**config.mk**
```make
export PLATFORM = sky130hd
export DESIGN_NAME = vga_timing_gen_flat
export DESIGN_NICKNAME = d
export VERILOG_FILES = /design/src/rtl/vga_timing_pkg.sv /design/src/rtl/vga_timing_gen_if.sv /design/src/rtl/vga_axis_counter.sv /design/src/rtl/vga_timing_gen.sv /design/src/flat_wrapper.sv
export SDC_FILE = /design/constraint.sdc
export NUM_CORES = 1
export LEC_CHECK = 0
export CORE_AREA = 2 2 67 69
export CTS_CLUSTER_SIZE = 8
export DETAILED_ROUTE_END_ITERATION = 8
export DIE_AREA = 0 0 69 71
export PLACE_DENSITY_LB_ADDON = 0.15
export SLEW_MARGIN = 15
export SYNTH_ARGS = -nofsm -noshare
export SYNTH_HDL_FRONTEND = slang
export SYNTH_SLANG_ARGS = --single-unit
```
**constraint.sdc**
```tcl
create_clock -name clk -period 2.2 [get_ports clk]
set_input_delay 0.33 -clock clk [delete_from_list [all_inputs] [get_ports clk]]
set_output_delay 0.33 -clock clk [all_outputs]
set_load 0.02 [all_outputs]
```
**src/rtl/vga_timing_pkg.sv**
```systemverilog
// vga_timing_pkg: default 640x480@60 timing, derived totals/sync windows and shared types. Rev 1.0
`default_nettype none

package vga_timing_pkg;

  localparam int CNT_W = 10;
  localparam int CNT_MAX = (1 << CNT_W) - 1;

  localparam int DEF_H_ACTIVE = 640;
  localparam int DEF_H_FP     = 16;
  localparam int DEF_H_SYNC   = 96;
  localparam int DEF_H_BP     = 48;
  localparam int DEF_V_ACTIVE = 480;
  localparam int DEF_V_FP     = 10;
  localparam int DEF_V_SYNC   = 2;
  localparam int DEF_V_BP     = 33;

  localparam int DEF_H_TOTAL      = DEF_H_ACTIVE + DEF_H_FP + DEF_H_SYNC + DEF_H_BP;
  localparam int DEF_V_TOTAL      = DEF_V_ACTIVE + DEF_V_FP + DEF_V_SYNC + DEF_V_BP;
  localparam int DEF_H_SYNC_START = DEF_H_ACTIVE + DEF_H_FP;
  localparam int DEF_H_SYNC_END   = DEF_H_SYNC_START + DEF_H_SYNC;
  localparam int DEF_V_SYNC_START = DEF_V_ACTIVE + DEF_V_FP;
  localparam int DEF_V_SYNC_END   = DEF_V_SYNC_START + DEF_V_SYNC;

  typedef logic [CNT_W-1:0] cnt_t;

  typedef struct packed {
    logic hsync;
    logic vsync;
    logic valid;
    logic frame_start;
  } vga_flags_t;

  // Output state that corresponds to sitting on pixel (0,0)
  localparam vga_flags_t FLAGS_AT_ORIGIN = '{hsync: 1'b1, vsync: 1'b1, valid: 1'b1, frame_start: 1'b1};
  localparam vga_flags_t FLAGS_IDLE      = '{hsync: 1'b1, vsync: 1'b1, valid: 1'b0, frame_start: 1'b0};

endpackage

`default_nettype wire

```
**src/rtl/vga_timing_gen_if.sv**
```systemverilog
// vga_timing_gen_if: pixel-enable input and raster position/sync outputs of the timing generator. Rev 1.0
`default_nettype none

interface vga_timing_gen_if;
  import vga_timing_pkg::*;

  logic pix_en;
  cnt_t h_cnt;
  cnt_t v_cnt;
  logic hsync;
  logic vsync;
  logic valid;
  logic frame_start;

  modport master (
    input  pix_en,
    output h_cnt, v_cnt, hsync, vsync, valid, frame_start
  );

  modport slave (
    output pix_en,
    input  h_cnt, v_cnt, hsync, vsync, valid, frame_start
  );

endinterface

`default_nettype wire

```
**src/rtl/vga_axis_counter.sv**
```systemverilog
// vga_axis_counter: wrapping position counter with terminal-count flag and next-value window compares. Rev 1.0
`default_nettype none

module vga_axis_counter
  import vga_timing_pkg::*;
#(
  parameter int TOTAL      = DEF_H_TOTAL,
  parameter int ACTIVE     = DEF_H_ACTIVE,
  parameter int SYNC_START = DEF_H_SYNC_START,
  parameter int SYNC_END   = DEF_H_SYNC_END
) (
  input  logic clk,
  input  logic rst_n,
  input  logic en,
  output cnt_t cnt,
  output logic tc,
  output logic active_next,
  output logic sync_next
);

  localparam cnt_t LAST    = cnt_t'(TOTAL - 1);
  localparam cnt_t ACT_END = cnt_t'(ACTIVE);
  localparam cnt_t SYN_BEG = cnt_t'(SYNC_START);
  localparam cnt_t SYN_END = cnt_t'(SYNC_END);

  cnt_t cnt_next;

  assign tc = (cnt == LAST);

  always_comb begin
    cnt_next = cnt;
    if (en) begin
      cnt_next = tc ? '0 : cnt + 1'b1;
    end
  end

  // Compares look at the value the counter is about to take so registered flags line up with it
  assign active_next = (cnt_next < ACT_END);
  assign sync_next   = (cnt_next >= SYN_BEG) && (cnt_next < SYN_END);

  always_ff @(posedge clk or negedge rst_n) begin
    if (!rst_n) begin
      cnt <= '0;
    end else begin
      cnt <= cnt_next;
    end
  end

endmodule

`default_nettype wire

```
**src/rtl/vga_timing_gen.sv**
```systemverilog
// vga_timing_gen: VGA raster counters with registered active-low syncs, valid and frame_start.
// Define VGA_SYNC_DELAY_EN to delay the flags one pixel behind h_cnt/v_cnt. Rev 1.0
`default_nettype none

module vga_timing_gen
  import vga_timing_pkg::*;
#(
  parameter int H_ACTIVE = DEF_H_ACTIVE,
  parameter int H_FP     = DEF_H_FP,
  parameter int H_SYNC   = DEF_H_SYNC,
  parameter int H_BP     = DEF_H_BP,
  parameter int V_ACTIVE = DEF_V_ACTIVE,
  parameter int V_FP     = DEF_V_FP,
  parameter int V_SYNC   = DEF_V_SYNC,
  parameter int V_BP     = DEF_V_BP
) (
  input  logic             clk,
  input  logic             rst_n,
  vga_timing_gen_if.master vga
);

  localparam int H_TOTAL = H_ACTIVE + H_FP + H_SYNC + H_BP;
  localparam int V_TOTAL = V_ACTIVE + V_FP + V_SYNC + V_BP;

  if ((H_TOTAL > CNT_MAX) || (V_TOTAL > CNT_MAX)) begin : g_param_check
    $error("vga_timing_gen: timing totals exceed the 10-bit counter range");
  end

  cnt_t       h_cnt;
  cnt_t       v_cnt;
  logic       h_tc, v_tc;
  logic       h_act_nxt, v_act_nxt;
  logic       h_sync_nxt, v_sync_nxt;
  vga_flags_t flags_d;
  vga_flags_t flags_q;
  vga_flags_t flags_out;

  vga_axis_counter #(
    .TOTAL      (H_TOTAL),
    .ACTIVE     (H_ACTIVE),
    .SYNC_START (H_ACTIVE + H_FP),
    .SYNC_END   (H_ACTIVE + H_FP + H_SYNC)
  ) u_h_axis (
    .clk         (clk),
    .rst_n       (rst_n),
    .en          (vga.pix_en),
    .cnt         (h_cnt),
    .tc          (h_tc),
    .active_next (h_act_nxt),
    .sync_next   (h_sync_nxt)
  );

  vga_axis_counter #(
    .TOTAL      (V_TOTAL),
    .ACTIVE     (V_ACTIVE),
    .SYNC_START (V_ACTIVE + V_FP),
    .SYNC_END   (V_ACTIVE + V_FP + V_SYNC)
  ) u_v_axis (
    .clk         (clk),
    .rst_n       (rst_n),
    .en          (vga.pix_en & h_tc),
    .cnt         (v_cnt),
    .tc          (v_tc),
    .active_next (v_act_nxt),
    .sync_next   (v_sync_nxt)
  );

  // flags_d is only captured on pix_en cycles, where "next is (0,0)" reduces to both terminal counts
  assign flags_d = '{hsync:       ~h_sync_nxt,
                     vsync:       ~v_sync_nxt,
                     valid:       h_act_nxt & v_act_nxt,
                     frame_start: h_tc & v_tc};

  always_ff @(posedge clk or negedge rst_n) begin
    if (!rst_n) begin
      flags_q <= FLAGS_AT_ORIGIN;
    end else if (vga.pix_en) begin
      flags_q <= flags_d;
    end
  end

`ifdef VGA_SYNC_DELAY_EN
  vga_flags_t flags_dly;

  always_ff @(posedge clk or negedge rst_n) begin
    if (!rst_n) begin
      flags_dly <= FLAGS_IDLE;
    end else if (vga.pix_en) begin
      flags_dly <= flags_q;
    end
  end

  assign flags_out = flags_dly;
`else
  assign flags_out = flags_q;
`endif

  assign vga.h_cnt       = h_cnt;
  assign vga.v_cnt       = v_cnt;
  assign vga.hsync       = flags_out.hsync;
  assign vga.vsync       = flags_out.vsync;
  assign vga.valid       = flags_out.valid;
  assign vga.frame_start = flags_out.frame_start;

endmodule

`default_nettype wire

```
**src/flat_wrapper.sv**
```systemverilog
// flat-port wrapper written by rule: the top's interface ports become plain ports
module vga_timing_gen_flat import vga_timing_pkg::*;
#(
  parameter int H_ACTIVE = DEF_H_ACTIVE,
  parameter int H_FP     = DEF_H_FP,
  parameter int H_SYNC   = DEF_H_SYNC,
  parameter int H_BP     = DEF_H_BP,
  parameter int V_ACTIVE = DEF_V_ACTIVE,
  parameter int V_FP     = DEF_V_FP,
  parameter int V_SYNC   = DEF_V_SYNC,
  parameter int V_BP     = DEF_V_BP
)
  (clk, rst_n, vga_pix_en, vga_h_cnt, vga_v_cnt, vga_hsync, vga_vsync, vga_valid, vga_frame_start);
  vga_timing_gen_if vga_i ();
  input  logic clk;
  input  logic rst_n;
  input wire logic [$bits(vga_i.pix_en)-1:0] vga_pix_en;
  output wire logic [$bits(vga_i.h_cnt)-1:0] vga_h_cnt;
  output wire logic [$bits(vga_i.v_cnt)-1:0] vga_v_cnt;
  output wire logic [$bits(vga_i.hsync)-1:0] vga_hsync;
  output wire logic [$bits(vga_i.vsync)-1:0] vga_vsync;
  output wire logic [$bits(vga_i.valid)-1:0] vga_valid;
  output wire logic [$bits(vga_i.frame_start)-1:0] vga_frame_start;
  assign vga_i.pix_en = vga_pix_en;
  assign vga_h_cnt = vga_i.h_cnt;
  assign vga_v_cnt = vga_i.v_cnt;
  assign vga_hsync = vga_i.hsync;
  assign vga_vsync = vga_i.vsync;
  assign vga_valid = vga_i.valid;
  assign vga_frame_start = vga_i.frame_start;
  vga_timing_gen #(.H_ACTIVE(H_ACTIVE), .H_FP(H_FP), .H_SYNC(H_SYNC), .H_BP(H_BP), .V_ACTIVE(V_ACTIVE), .V_FP(V_FP), .V_SYNC(V_SYNC), .V_BP(V_BP)) u_core (.clk(clk), .rst_n(rst_n), .vga(vga_i));
endmodule
```
Yosys cells after proc, flatten, opt, wreduce, memory -nomap -nowiden
Index checks and enable logic that the tools add are counted.
{ "op_classes": {"n_mul": 0, "shifts": 0, "div": 0, "n_bitwise": 5, "n_lt_le_gt_ge": 6, "mux": 4, "n_reduce_logical": 2, "add_sub_neg": 2, "n_eq_ne": 2} }
{ "op_table": {"columns": ["operator", "n"], "rows": [
  ["$mux W10", 4],
  ["$add A10 B1 Y10 const B", 2],
  ["$eq A10 B10 Y1 const B", 2],
  ["$lt A10 B10 Y1 const B", 2],
  ["$lt A10 B9 Y1 const B", 2],
  ["$ge A10 B10 Y1 const B", 1],
  ["$ge A10 B9 Y1 const B", 1],
  ["$and A1 B1 Y1", 3],
  ["$logic_and A1 B1 Y1", 2],
  ["$not A1 Y1", 2]
]} }
{ "totals": {"elab_cells": 27, "register_bits": 24, "latchBits": 0, "n_memories": 0, "mem_bits_ro": 0, "mem_bits_rw": 0, "output_inout_bits": 24} }

Logic depth before layout (Yosys ltp)
{ "logic_depth": {"word_depth": 6, "mapped_depth": 8} }

Modules after synthesis
A second synthesis with hierarchy kept.
{ "unflattened": {"cells_unflattened": 160, "hier_area_um2": 1545.2} }
{ "modules_own_cells": {"columns": ["mod", "cells_per_inst", "seq_area_each_um2", "n_inst", "area_per_inst_um2"], "rows": [
  ["vga_axis_counter (u_core.u_h_axis)", 82, 250.2, 1, 737.0],
  ["vga_axis_counter (u_core.u_v_axis)", 64, 250.2, 1, 648.1],
  ["vga_timing_gen", 14, 105.1, 1, 160.2]
]} }

Least setup slack after synthesis
OpenSTA, ideal clock, no wires.
{ "synth_timing": {"path_kind": "reg-to-reg", "startpoint": "reg u_core.u_h_axis.cnt[7]", "endpoint": "reg u_core.flags_q, in the netlist u_core.vga.vsync", "t_arrival_ns": 2.202, "synth_period_minus_slack_ns": 2.300, "slack_ns": -0.100, "stages_incl_launch_ff": 8, "path_cell_list": "dfrtp_1 > or3b_4 > or4_4 > buf_6 > nor4b_4 > a21oi_2 > a211oi_2 > a41oi_1"} }
{ "synth_via": {"elab_chain_cells": 6, "word_cells_on_any_way": 7, "classes_between": "2 x order compare; 1 x eq/ne; 1 x mux; 2 x bitwise; 1 x reduce/logical"} }
{ "synth_lines": {"columns": ["element", "line", "source"], "rows": [
  ["start: declaration", "vga_axis_counter.sv:15", "output cnt_t cnt,"],
  ["start signal: assignment", "vga_axis_counter.sv:45", "cnt <= cnt_next;"],
  ["$eq A10 B10 Y1 *", "vga_axis_counter.sv:28", "assign tc = (cnt == LAST);"],
  ["$and A1 B1 Y1 *", "vga_timing_gen.sv:61", ".en (vga.pix_en & h_tc),"],
  ["$mux W10 *", "vga_axis_counter.sv:32", "if (en) begin"],
  ["$ge A10 B9 Y1 / $lt A10 B9 Y1 (equally long branches)", "vga_axis_counter.sv:39", "assign sync_next = (cnt_next >= SYN_BEG) && (cnt_next < SYN_END);"],
  ["$logic_and A1 B1 Y1 *", "vga_axis_counter.sv:39", null],
  ["$not A1 Y1 *", "vga_timing_gen.sv:70", "vsync: ~v_sync_nxt,"],
  ["end signal: assignment", "vga_timing_gen.sv:78", "flags_q <= flags_d;"],
  ["end: declaration", "vga_timing_gen.sv:35", "vga_flags_t flags_q;"]
]} }
Every way passes the cells marked *; elsewhere a longest branch is shown, timed or not.
A chain may end at the register's enable or synchronous reset.

Worst setup path in the final report
{ "layout_timing": {"startpoint": "reg u_core.u_h_axis.cnt[6]", "endpoint": "reg u_core.flags_q, in the netlist u_core.vga.vsync"} }
Same word-level chain as after synthesis.

==> impl_summary.md <==
Synthesis
Synthesis produced a netlist with a net count of 160. The average cell area after synthesis is between 9 and 10 um^2. Counting flops with a built-in enable in the synthesized netlist gives 0.

After synthesis the cells add up to 1420 um^2. Synthesis instantiated 45 different standard cells from the library. The number of standard cells after synthesis is around 150. Among all flip-flop cells after synthesis, the most frequent one is dfrtp_1.

The yosys synthesis warning count is 0. Summing the sequential cell areas from Yosys gives 42.7% of the chip area. In the synthesized netlist the async set-or-reset flop fraction comes to 100%. The synthesized design contains 24 register bits.

Finish
The top cell types in the final layout, fill and taps aside, are clkdlybuf4s50_1 (26), buf_4 (25), nand2_1 (19). The library cell used most frequently in the layout, excluding fill and tap cells, is clkdlybuf4s50_1. The antenna diode count is 0. Compared with the post-synthesis result, the final layout area differs by 38.5%. After filler insertion, the fill cell instance count of the layout stands at ~420. Of the cells placed in the final design, the portion with a size suffix greater than 1 is 22.8%. The net count of the finished layout is between 200 and 250. Once layout is complete, the cells apart from fillers number around 250.

STA
Setup repair after global routing could not meet its margin everywhere. The count of endpoints failing hold in the final timing report is 0. The final setup skew is 0.00143 ns.

The worst-case headroom to the max-slew limit is around 68%. The ratio of final minimum period to clock period is between 90% and 100%. The number of slew-limit violations in the final report is 0. Setup violations remaining at the end of the flow were counted as 0. At the pin with the least slew margin, the transition time is 0.471 ns.

The worst hold margin is around 0.42 ns. The clock period minus final worst setup slack is about 2.1 ns. The peak clock frequency supported by timing is 0.469 GHz.

Clock network
The number of clock sinks is 24. The clock transition at the registers of the reported paths is 0.09 ns. The number of setup buffers added after CTS is 0.

In this run, post-CTS hold repair placed 0 buffers. TritonCTS built the clock tree. TritonCTS created 3 clock buffers. The clock latency of the later-clocked register in the worst-skew pair is 0.27 ns. The number of H-tree branching levels is 1. The clock passes through at most 2 buffers. The clock root buffer is clkbuf_8.

Worst setup path
The signal arrival time at the worst endpoint is 2.32 ns. The cell family contributing the most delay on the critical path is simple AND/OR/NAND/NOR gates. The type of element capturing the critical path is a flop. The largest stage delay on the critical path is 0.51 ns. Along the worst path, the maximum fanout reaches 8. Walking the worst path, the cells encountered are or3b_4 > or4_4 > nor4b_4 > a21oi_2 > a211oi_2 > a41oi_1.

The cell at the slowest stage of the critical path is or4_4. Setup slack on the worst reg-to-reg path comes out at 0.07 ns. The critical path startpoint category is a flop. The endpoint required time on the critical path is 2.38 ns. The buffering stage count on the worst path with inverters included is 0.

The type of the worst setup path is flop to flop.

GRT
The number of antenna violations at the first check in global routing is 0. The total routing resource utilization after global routing is 16.2%. The total global routing overflow is 0.

The via count of the first global-routing pass was 1351. The pin count of the biggest net entering global routing is 25. The wire length of the first global-routing pass is around 6500 um.

Worst hold path
The worst hold path belongs to the class input port to async pin.

Power
The total leakage power is 0.787 nW. The power per cell area is about 630 nW/um^2. The largest vdd supply drop is between 300 and 400 uV.

Routing
The number of DRC violations after detailed-routing iteration 0 is 50. In this run the remaining antenna-violating nets after routing total 0. After detailed routing, the number of remaining DRC violations is 0. The number of detailed-routing iterations run before antenna repair is 5.

In the detailed route, the total length drawn on met3 is 269 um. For this block, the via count after detailed routing is 1370. The detailed router used layers up to and including met4. The final routed wirelength across all metal layers is ~3800 um. The via count normalized by instance count is 5.39.

The wire length on met1 is 1820 um. Wire segments on met2 add up to 1650 um in the final route. After detailed routing, the average wire length per cell comes to 15.0 um.

Floorplan
The die is just under 70 um wide. The total die area is 4900 um^2. In this run the vertical extent of the chip is 71 um. The region available for standard cell placement spans 4200 um^2. For this configuration, the core starts out at a cell density of 33.8%. 27 I/O pins were placed. The cell row count is 24.

Status
The run finished with clean final reports.

Place
The placed instance count is 250. The total of buffers placed on input and output ports is 26. After legalization and detailed placement, the total HPWL measured 2860 um. The congestion estimate from routability-driven global placement came to 0.891.

Job
The tool flagged a number of max-cap violations equal to 0.
-- final timing paths --
| path | cells past startpoint | endpoint | start |
|---|---|---|---|
| min reg2reg | 2 | u_core.vga.frame_start$_DFFE_PN1P_ | u_core.vga.frame_start$_DFFE_PN1P_ |
| min | 2 | u_core.u_h_axis.cnt[8]$_DFF_PN0_ | rst_n |
| max reg2reg | 6 | u_core.vga.vsync$_DFFE_PN1P_ | u_core.u_h_axis.cnt[6]$_DFF_PN0_ |
| max in group asynchronous | 2 | u_core.vga.frame_start$_DFFE_PN1P_ | rst_n |
| max | 6 | u_core.vga.vsync$_DFFE_PN1P_ | u_core.u_h_axis.cnt[6]$_DFF_PN0_ |
| min in group clk | 2 | u_core.vga.frame_start$_DFFE_PN1P_ | u_core.vga.frame_start$_DFFE_PN1P_ |
-- power by group --
part           internal, mW  leakage (nW)  total, mW  switching [mW]
Sequential            0.493         0.298      0.586          0.0932
Clock                 0.160        0.0288      0.309           0.149
Combinational         0.167         0.460      0.341           0.174
-- flip-flops by register name, indices dropped and copies added (netlist names) --
signal	count
u_core.u_h_axis.cnt	10
u_core.u_v_axis.cnt	10
u_core.vga.frame_start	1
u_core.vga.hsync	1
u_core.vga.valid	1
u_core.vga.vsync	1
-- per-stage QoR --
stage                     utilization [%]  cell area (um^2)  setup slack [ns]  setup TNS [ns]  power (mW)
after floorplan                         -              1430           -0.0155         -0.0155       0.746
after global placement               45.3              1900          -0.00665        -0.00665       0.934
after detailed placement             45.3              1900           -0.0925          -0.167       0.936
after CTS                            46.6              1960            0.0471               0        1.25
after global routing                 46.8              1970           -0.0303         -0.0303        1.31
final                                46.8              1970            0.0693               0        1.24
-- synthesized netlist by cell type, types with 2 or more instances --
cell type,n,area share [%]
a21oi_1,6,2.1
a32oi_1,2,1.2
a41oi_1,4,2.5
and3_1,2,0.88
clkbuf_1,5,1.3
dfrtp_1,20,35
dfstp_2,4,7.4
ha_1,3,2.6
inv_1,6,1.6
mux2i_1,2,1.4
nand2_1,19,5.0
nand2b_1,2,0.88
nand3_1,8,2.8
nand4_1,5,2.2
nor2_1,10,2.6
nor3_1,4,1.4
nor4_1,3,1.3
o21ai_0,13,4.6
o22ai_1,2,0.88
or3_1,3,1.3
xnor2_1,6,3.7
xor2_1,2,1.2
-- area by class of cell --
cell class	count	area (um^2)	share of cell area, %
multi-input cells	117	763	38.8
flip-flops and latches	24	612	31.1
repair buffers	51	448	22.8
well taps	52	65.1	3.31
clock buffers	4	55.1	2.80
inverters	6	22.5	1.15
-- per-layer routing --
layer / track usage (%) / vias up
met5: 0 / -
met4: 5.88 / 0
met3: 2.71 / 8
met2: 24.4 / 50
met1: 23.5 / 649
li1: - / 663
-- timing repair --
action	4_1_cts	5_1_grt
setup endpoints to repair	1	2
cloned	0	0
resized for setup	0	2
pin swaps	1	0
-- cell families (layout without fill, tap and decap cells) --
| family | Yosys count | count (layout) | synth area share, % |
|---|---|---|---|
| compound gates | 37 | 37 | 17.3 |
| simple gates | 67 | 67 | 27.1 |
| xor+xnor | 8 | 8 | 4.94 |
| fa+ha+maj | 3 | 3 | 2.65 |
| mux | 2 | 2 | 1.41 |
| buf+inv | 13 | 61 | 3.97 |
| flops | 24 | 24 | 42.7 |
(Power assumes the default switching activity.)
